===== src/rtl/led_flow_pkg.sv =====
// rtl/led_flow_pkg.sv - shared mode encodings, direction encodings and bar-pattern helper
// Contents:
//   MODE_ROL/MODE_ROR/MODE_PINGPONG/MODE_BAR : values of the 2-bit mode input
//   DIR_LEFT/DIR_RIGHT                       : ping-pong travel / bar fill direction
//   therm(lvl)                               : thermometer code with the lowest lvl bits set
package led_flow_pkg;

    localparam logic [1:0] MODE_ROL      = 2'd0;
    localparam logic [1:0] MODE_ROR      = 2'd1;
    localparam logic [1:0] MODE_PINGPONG = 2'd2;
    localparam logic [1:0] MODE_BAR      = 2'd3;

    // DIR_LEFT means "towards the MSB" for ping-pong and "filling" for the bar
    localparam logic DIR_LEFT  = 1'b0;
    localparam logic DIR_RIGHT = 1'b1;

    // Returned at full 32-bit width; callers truncate to their LED count
    function automatic logic [31:0] therm(input int unsigned lvl);
        if (lvl >= 32) begin
            return '1;
        end
        return (32'd1 << lvl) - 32'd1;
    endfunction

endpackage


===== src/rtl/led_step_gen.sv =====
// rtl/led_step_gen.sv - prescaler producing the pattern step strobe
// Ports:
//   clk, rst_n : clock, asynchronous active-low reset
//   speed      : divides the base period by 1/2/4/8
//   run        : 1 counts, 0 holds the count
//   clr        : synchronous clear of the count, suppresses the strobe
//   step       : combinational strobe, high in the cycle whose edge advances the pattern
module led_step_gen #(
    parameter int unsigned BASE = 25_000_000
) (
    input  logic       clk,
    input  logic       rst_n,
    input  logic [1:0] speed,
    input  logic       run,
    input  logic       clr,
    output logic       step
);

    localparam int unsigned CW = (BASE > 1) ? $clog2(BASE) : 1;

    logic [CW-1:0] cnt;
    logic [31:0]   span;
    logic [31:0]   term;

    always_comb begin
        span = 32'(BASE) >> speed;
        term = (span > 32'd0) ? span - 32'd1 : 32'd0;
    end

    // >= rather than == so that a speed increase mid-count fires immediately
    // instead of wrapping all the way round the counter
    assign step = run & ~clr & (32'(cnt) >= term);

    always_ff @(posedge clk or negedge rst_n) begin
        if (!rst_n) begin
            cnt <= '0;
        end else if (clr) begin
            cnt <= '0;
        end else if (run) begin
            if (step) begin
                cnt <= '0;
            end else begin
                cnt <= cnt + CW'(1);
            end
        end
    end

endmodule


===== src/rtl/led_flow_multi.sv =====
// rtl/led_flow_multi.sv - multi-mode LED flow-light controller (ROL, ROR, ping-pong, bar)
// Ports:
//   clk, rst_n : clock, asynchronous active-low reset
//   mode       : 0 ROL, 1 ROR, 2 ping-pong, 3 bar fill/empty
//   speed      : step rate 1x/2x/4x/8x of STEP_MS
//   run        : 1 advance, 0 pause
//   restart    : pulse reloading the start state of the current mode
//   led        : registered pin drive, polarity set by ACTIVE_LOW
//   step_tick  : registered pulse, high in the cycle the new pattern is shown
module led_flow_multi
    import led_flow_pkg::*;
#(
    parameter int unsigned LED_W      = 4,
    parameter int unsigned CLK_HZ     = 50_000_000,
    parameter int unsigned STEP_MS    = 500,
    parameter int unsigned ACTIVE_LOW = 1
) (
    input  logic             clk,
    input  logic             rst_n,
    input  logic [1:0]       mode,
    input  logic [1:0]       speed,
    input  logic             run,
    input  logic             restart,
    output logic [LED_W-1:0] led,
    output logic             step_tick
);

    localparam int unsigned      BASE = CLK_HZ / 1000 * STEP_MS;
    localparam int unsigned      LW   = $clog2(LED_W + 1);
    localparam logic [LED_W-1:0] POL  = (ACTIVE_LOW != 0) ? '1 : '0;
    localparam logic [LED_W-1:0] LSB  = LED_W'(1);
    localparam logic [LED_W-1:0] MSB  = LSB << (LED_W - 1);
    localparam logic [LW-1:0]    LTOP = LW'(LED_W);

    logic [1:0]       mode_q;
    logic             dir, dir_n;
    logic [LW-1:0]    lvl, lvl_n;
    logic [LED_W-1:0] pat, pat_n;
    logic [LED_W-1:0] led_n;
    logic             reload;
    logic             step;

    // A mode change is handled exactly like a restart: one reload cycle
    assign reload = restart | (mode != mode_q);

    led_step_gen #(
        .BASE (BASE)
    ) u_step (
        .clk   (clk),
        .rst_n (rst_n),
        .speed (speed),
        .run   (run),
        .clr   (reload),
        .step  (step)
    );

    always_ff @(posedge clk or negedge rst_n) begin
        if (!rst_n) begin
            mode_q    <= MODE_ROL;
            dir       <= DIR_LEFT;
            lvl       <= '0;
            pat       <= LSB;
            led       <= LSB ^ POL;
            step_tick <= 1'b0;
        end else begin
            mode_q    <= mode;
            dir       <= dir_n;
            lvl       <= lvl_n;
            pat       <= pat_n;
            led       <= led_n;
            step_tick <= step;
        end
    end

    always_comb begin
        pat_n = pat;
        dir_n = dir;
        lvl_n = lvl;
        if (reload) begin
            dir_n = DIR_LEFT;
            lvl_n = '0;
            case (mode)
                MODE_ROL:      pat_n = LSB;
                MODE_ROR:      pat_n = MSB;
                MODE_PINGPONG: pat_n = LSB;
                default:       pat_n = '0;
            endcase
        end else if (step) begin
            case (mode_q)
                MODE_ROL: begin
                    // anything but one-hot (e.g. 0) would rotate forever unchanged
                    pat_n = $onehot(pat) ? {pat[LED_W-2:0], pat[LED_W-1]} : LSB;
                end
                MODE_ROR: begin
                    pat_n = $onehot(pat) ? {pat[0], pat[LED_W-1:1]} : MSB;
                end
                MODE_PINGPONG: begin
                    // turning at the end on the same step avoids a double-length dwell
                    if (!$onehot(pat)) begin
                        pat_n = LSB;
                        dir_n = DIR_LEFT;
                    end else if (dir == DIR_LEFT) begin
                        if (pat[LED_W-1]) begin
                            pat_n = pat >> 1;
                            dir_n = DIR_RIGHT;
                        end else begin
                            pat_n = pat << 1;
                        end
                    end else begin
                        if (pat[0]) begin
                            pat_n = pat << 1;
                            dir_n = DIR_LEFT;
                        end else begin
                            pat_n = pat >> 1;
                        end
                    end
                end
                default: begin
                    if (lvl > LTOP) begin
                        lvl_n = '0;
                        dir_n = DIR_LEFT;
                    end else if (dir == DIR_LEFT) begin
                        if (lvl == LTOP) begin
                            lvl_n = lvl - LW'(1);
                            dir_n = DIR_RIGHT;
                        end else begin
                            lvl_n = lvl + LW'(1);
                        end
                    end else begin
                        if (lvl == '0) begin
                            lvl_n = LW'(1);
                            dir_n = DIR_LEFT;
                        end else begin
                            lvl_n = lvl - LW'(1);
                        end
                    end
                    pat_n = LED_W'(therm(32'(lvl_n)));
                end
            endcase
        end
    end

    // Pins are registered from the next pattern so led and pat move on the same edge
    always_comb begin
        led_n = pat_n ^ POL;
    end

endmodule


===== config.mk =====
export PLATFORM = sky130hd
export DESIGN_NAME = led_flow_multi
export DESIGN_NICKNAME = d
export VERILOG_FILES = /design/src/rtl/led_flow_pkg.sv /design/src/rtl/led_step_gen.sv /design/src/rtl/led_flow_multi.sv
export SDC_FILE = /design/constraint.sdc
export NUM_CORES = 1
export LEC_CHECK = 0
export BUFFER_PORTS_ARGS = -buffer_cell sky130_fd_sc_hd__buf_2
export CORE_MARGIN = 5
export CORE_UTILIZATION = 30
export DETAILED_ROUTE_END_ITERATION = 6
export SLEW_MARGIN = 25
export SYNTH_ARGS = -nofsm -noshare
export SYNTH_HDL_FRONTEND = slang
export SYNTH_SLANG_ARGS = --single-unit

===== constraint.sdc =====
create_clock -name clk -period 2.9 [get_ports clk]
set_clock_uncertainty 0.05 [all_clocks]
set_input_delay 0.435 -clock clk [delete_from_list [all_inputs] [get_ports clk]]
set_output_delay 0.435 -clock clk [all_outputs]
set_load 0.05 [all_outputs]

Word level (Yosys, flattened, before mapping). Cells that the tools add are included.

Equality and inequality tests: 9. Add/subtract/negate cells: 8. Reduce and logical (&&, ||, !) cells: 10. Shift-type cells: 2. Bitwise logic cells: 5. Muxes and demuxes: 35. Magnitude comparators: 3.

Operators with widths (count): 2-to-1 mux 25 bit (3); greater-or-equal comparator 25 x 32 -> 1 bit (1); greater-than comparator 32 x 1 -> 1 bit, second input constant (1); 2-to-1 mux 32 bit (1); 2-to-1 mux 4 bit (8); right shift 25 x 2 -> 32 bit, first input constant (1); subtractor 32 x 1 -> 32 bit, second input constant (1); 2-to-1 mux 3 bit (10); adder 25 x 1 -> 25 bit, second input constant (1); one-hot mux 4 bit (3 select lines) (1); 2-to-1 mux 1 bit (10); one-hot mux 4 bit (2 select lines) (1); adder 1 x 1 -> 2 bit (2); == test 2 x 1 -> 1 bit, second input constant (2); == test 2 bit, second input constant (2); zero test 2 bit (2); != test 2 x 1 -> 1 bit, second input constant (2); inverter 4 bit (1); AND reduction 2 bit (2); nonzero test 2 bit (2); OR reduction 2 bit (2); << shifter 1 x 3 -> 4 bit, first input constant (1); subtractor 4 x 1 -> 4 bit, second input constant (1); adder 2 x 2 -> 3 bit (1); other kinds (12) (13).

Input port bits: 8. Logic and storage cells: 79. Output and inout bits: 5. Flip-flop bits (word level): 40.

Logic depth before layout (Yosys ltp).
Depth in word-level cells: 13. Depth in mapped cells: 13. Depth with buffers taken out: 12.

Modules after synthesis. From an unflattened synthesis, not the netlist that was laid out.

Cell total of the unflattened synthesis: 332. Area, all modules: 2940.3 um2.

By module, submodules not included: led_step_gen (area an instance 1850.5 um2, times used 1, cells an instance 214, seq. area each 625.6 um2); led_flow_multi (area an instance 1089.8 um2, times used 1, cells an instance 118, seq. area each 380.4 um2).

Least setup slack after synthesis. Ideal clock, no wire load.

Path type: register to register. Start: reg with a tool-made name. End: reg led[0]. Cell stages (with the launch flop): 13. Clock period less this slack: 2.792 ns. Path buffers: 0. Arrival: 2.676 ns. Setup slack: 0.108 ns. Cell sequence: dfstp_2 inv_1 fa_1 inv_1 ha_1 ha_1 nor2_1 nand2_1 a31oi_1 a21oi_1 a311o_1 nor3_1 a221o_1.

RTL lines: end signal: assignment (RTL line led_flow_multi.sv:63) `led <= LSB ^ POL;`; end signal: assignment (RTL line led_flow_multi.sv:70) `led <= led_n;`; end: declaration (RTL line led_flow_multi.sv:24) `output logic [LED_W-1:0] led,`.

==> flow_summary.toml <==
[pwr]
p_per_area_nw_per_um2 = 322.5
irDropWorstVdd_uv = 213.3
total_power_mw = 1.107
leakage_nw = 1.552

[floorplanning]
dieArea_um2 = 11820
fp.dieW_um = 108.7
initial_utilization = 0.3032
rows = 36
die_y_um = 108.7
core_um2 = 9639
ios = 13

[yosys]
yosys.area.top_type = "dfrtp_1"
netlist_top_cells_area = "dfrtp_1, ha_1, nand2_1"
synthArstFlopShare = 1.000
synth-main-ff-cell = "dfrtp_1"
synth_edf_count = 0
synth_cell_types = 53
yosysTopAreaCellShare = 0.3082
seq_area_frac_synth = 0.3442
netlist_instances = 344
syn-mean-instance-area_um2 = 8.497
yosys_warnings = 0
netlist_area_um2 = 2923
syn_nets = 380
ys_ff_latch = 40

[grt]
grt_max_degree = 41
grt_pass1_vias = 2489
antenna_found_initial = 0
grt-ovfl-total = 0
grt_pass1_wl_um = 12360
grt.total_usage = 0.1304

[clock_network]
clk_path_buf_depth = 2
postCtsHoldBufs = 0
tritoncts = "done"
cts_max_level = 2
clk_pin_slew_ns = 0.09
clock_sinks = 40
cts_buffers = 5
clk_latency_ns = 0.30
cts_root_buf = "clkbuf_8"

[outcome]
outcome = "complete, no violations"

[timing]
slew-limit-headroom = 0.5910
worstMarginPinSlew_ns = 0.6087
rsz0062_at_grt = "false"
finalCritPeriodShare = 0.9450
max_freq_mhz = 364.9
fin_crit_ns = 2.741
finalHoldViolCount = 0
maxSlewViolCount = 0
setup_viol = 0

[worst_setup_path]
r2r_slack_ns = 0.16
critPathCaptureType = "flop"
critical-path-max-stage-delay_ns = 0.55
worstPathRequired_ns = 3.08
cp-start-kind = "flop"
cp_top_family = "adder cells"
critPathArrivalTime_ns = 2.92
rr_worst_depth = 12
cp_num_cells = 12
crit_path_max_fanout = 3
cp_cell_sequence = "inv_2 > fa_1 > inv_1 > ha_2 > ha_4 > nor2_1 > nand2_1 > a31oi_1 > a21oi_1 > a311o_1 > nor3_2 > a221o_1"
cp_slowest_cell = "dfstp_2"
cp.buffers_inverters = 2
critical_path_class = "reg2reg"
crit_end = "led[0]$_DFF_PN0_"
r2r-end = "led[0]$_DFF_PN0_"

[detailed_routing]
wl_per_cell_um = 13.95
final_antenna_net_count = 0
viasPerCell = 5.035
drc = 0
drt-total-wl_um = 7157
dr.pass1.iters = 4
drt_iter0_markers = 151
vias = 2583

[placed_design]
dp.cells = 504
portBuffers = 12
post-dp-hpwl_um = 5265
place.gp.congestion = 0.8085
postPlaceCellArea_um2 = 3306

[hold_path]
min_path_type = "in2async"

[cells_and_area]
syn2layout_area_growth_pct = 17.47
final_nets = 415
final_cell_area_um2 = 3433
nFillCells = 1021
fin_cells = 513
final_util = 0.3562
drive_gt1_frac = 0.1711
n_antenna_cell = 0

[run]
drv_cap = 0
through the flow:
step / TNS [ns] / setup WS (ns) / hold WS [ns]
3_3_place_gp: -0.09693 / -0.03980 / 0.4754
6_report: 0 / 0.1594 / 0.05583
2_1_floorplan: 0 / 0.1076 / 0.08941
5_1_grt: 0 / 0.001394 / 0.09909
4_1_cts: 0 / 0.0003384 / 0.2458
3_5_place_dp: -1.366 / -0.1447 / 0.4804
worst register-to-register path, delay by kind of cell, from the launching register on:
kind | cells | cell delay, ns
fa+ha+maj | 3 | 0.93
compound gates | 4 | 0.67
flops | 1 | 0.55
simple gates | 3 | 0.40
buf+inv | 2 | 0.09
area by class of cell:
cell class	count	area, um^2	area share
inverter	17	63.81	0.01859
multi-input combinational	275	1843	0.5368
clock buffer	7	76.32	0.02223
clock inverter	1	5.005	0.001458
timing repair buffer	40	272.8	0.07945
tap	133	166.4	0.04847
sequential	40	1006	0.2930
layer usage:
layer | up-vias | wire (um) | global-route usage
met5 | - | 0 | 0
met4 | 0 | 131 | 0.04148
met3 | 9 | 201 | 0.01895
met2 | 47 | 3246 | 0.2096
met1 | 1219 | 3577 | 0.1804
li1 | 1308 | - | -
cells by family after synthesis:
| family | Yosys count | share of synthesized area |
|---|---|---|
| other | 1 | 0.001283 |
| buffers and inverters | 29 | 0.03767 |
| multiplexers | 2 | 0.006850 |
| AND/OR/NAND/NOR | 153 | 0.2628 |
| XOR/XNOR | 20 | 0.05993 |
| AO/OA/AOI/OAI | 71 | 0.1648 |
| flip-flops | 40 | 0.3442 |
| adder cells (fa/ha/maj) | 28 | 0.1224 |
state kept, by name, summed over array words and instances (netlist names), named ones only:
name / flops
u_step.cnt: 25
led: 4
lvl: 3
mode_q: 2
pat: 2
dir: 1
step_tick: 1
cells in the final DEF, fill, tap and decap left out, types with 3 or more instances in the layout:
cell type  count
xor2_1        11
nand2_1       43
buf_4         29
and3_1         6
nand3_1       17
dfrtp_1       36
nor3_1         7
clkbuf_8       5
dfstp_2        4
and2_1         3
inv_1         16
nand4_1        5
nor3b_1        3
or4_1          5
o21a_1         3
nor4_1         7
o211ai_1       3
a31oi_1        7
and4_1         5
o21ai_0       14
buf_2         11
nor2_1        38
ha_1          24
a21oi_1       21
xnor2_1        9
nor2b_1        3
cells in the mapped netlist (3+ instances only):
cell type  number
xor2_1         11
nor3b_1         3
dfrtp_1        36
a31oi_1         7
o21a_1          3
and2_1          3
nand2_1        43
xnor2_1         9
nor3_1          8
o211ai_1        3
and4_1          5
and3_1          6
nand3_1        17
a21oi_1        21
clkbuf_1       11
nor2_1         38
nor2b_1         3
nor4_1          7
ha_1           27
dfstp_2         4
o21ai_0        14
nand4_1         5
inv_1          17
or4_1           5
what timing repair did:
| item | 4_1_cts | 5_1_grt |
|---|---|---|
| setup buffers | 0 | 1 |
| hold endpoints to repair | 0 | 0 |
| resized for setup | 1 | 6 |
| cloned | 0 | 0 |
| pin swaps | 0 | 6 |
| setup endpoints to repair | 2 | 8 |
power breakdown:
| group | switching, mW | internal, mW |
|---|---|---|
| logic | 0.101 | 0.0565 |
| clock network | 0.206 | 0.169 |
| registers | 0.00758 | 0.567 |
| total | 0.314 | 0.793 |
how the worst min path moves through the flow:
| stage | end | depth (start not counted) |
|---|---|---|
| 2_1_floorplan | asynchronous set/reset pin | 0 |
| 3_3_place_gp | u_step.cnt[19]$_DFFE_PN0P_ | 2 |
| 3_5_place_dp | u_step.cnt[19]$_DFFE_PN0P_ | 2 |
| 4_1_cts | u_step.cnt[22]$_DFFE_PN0P_ | 1 |
| 5_1_grt | u_step.cnt[20]$_DFFE_PN0P_ | 1 |
| 6_report | u_step.cnt[20]$_DFFE_PN0P_ | 1 |
Note: power is estimated with default switching activity, not from simulation.
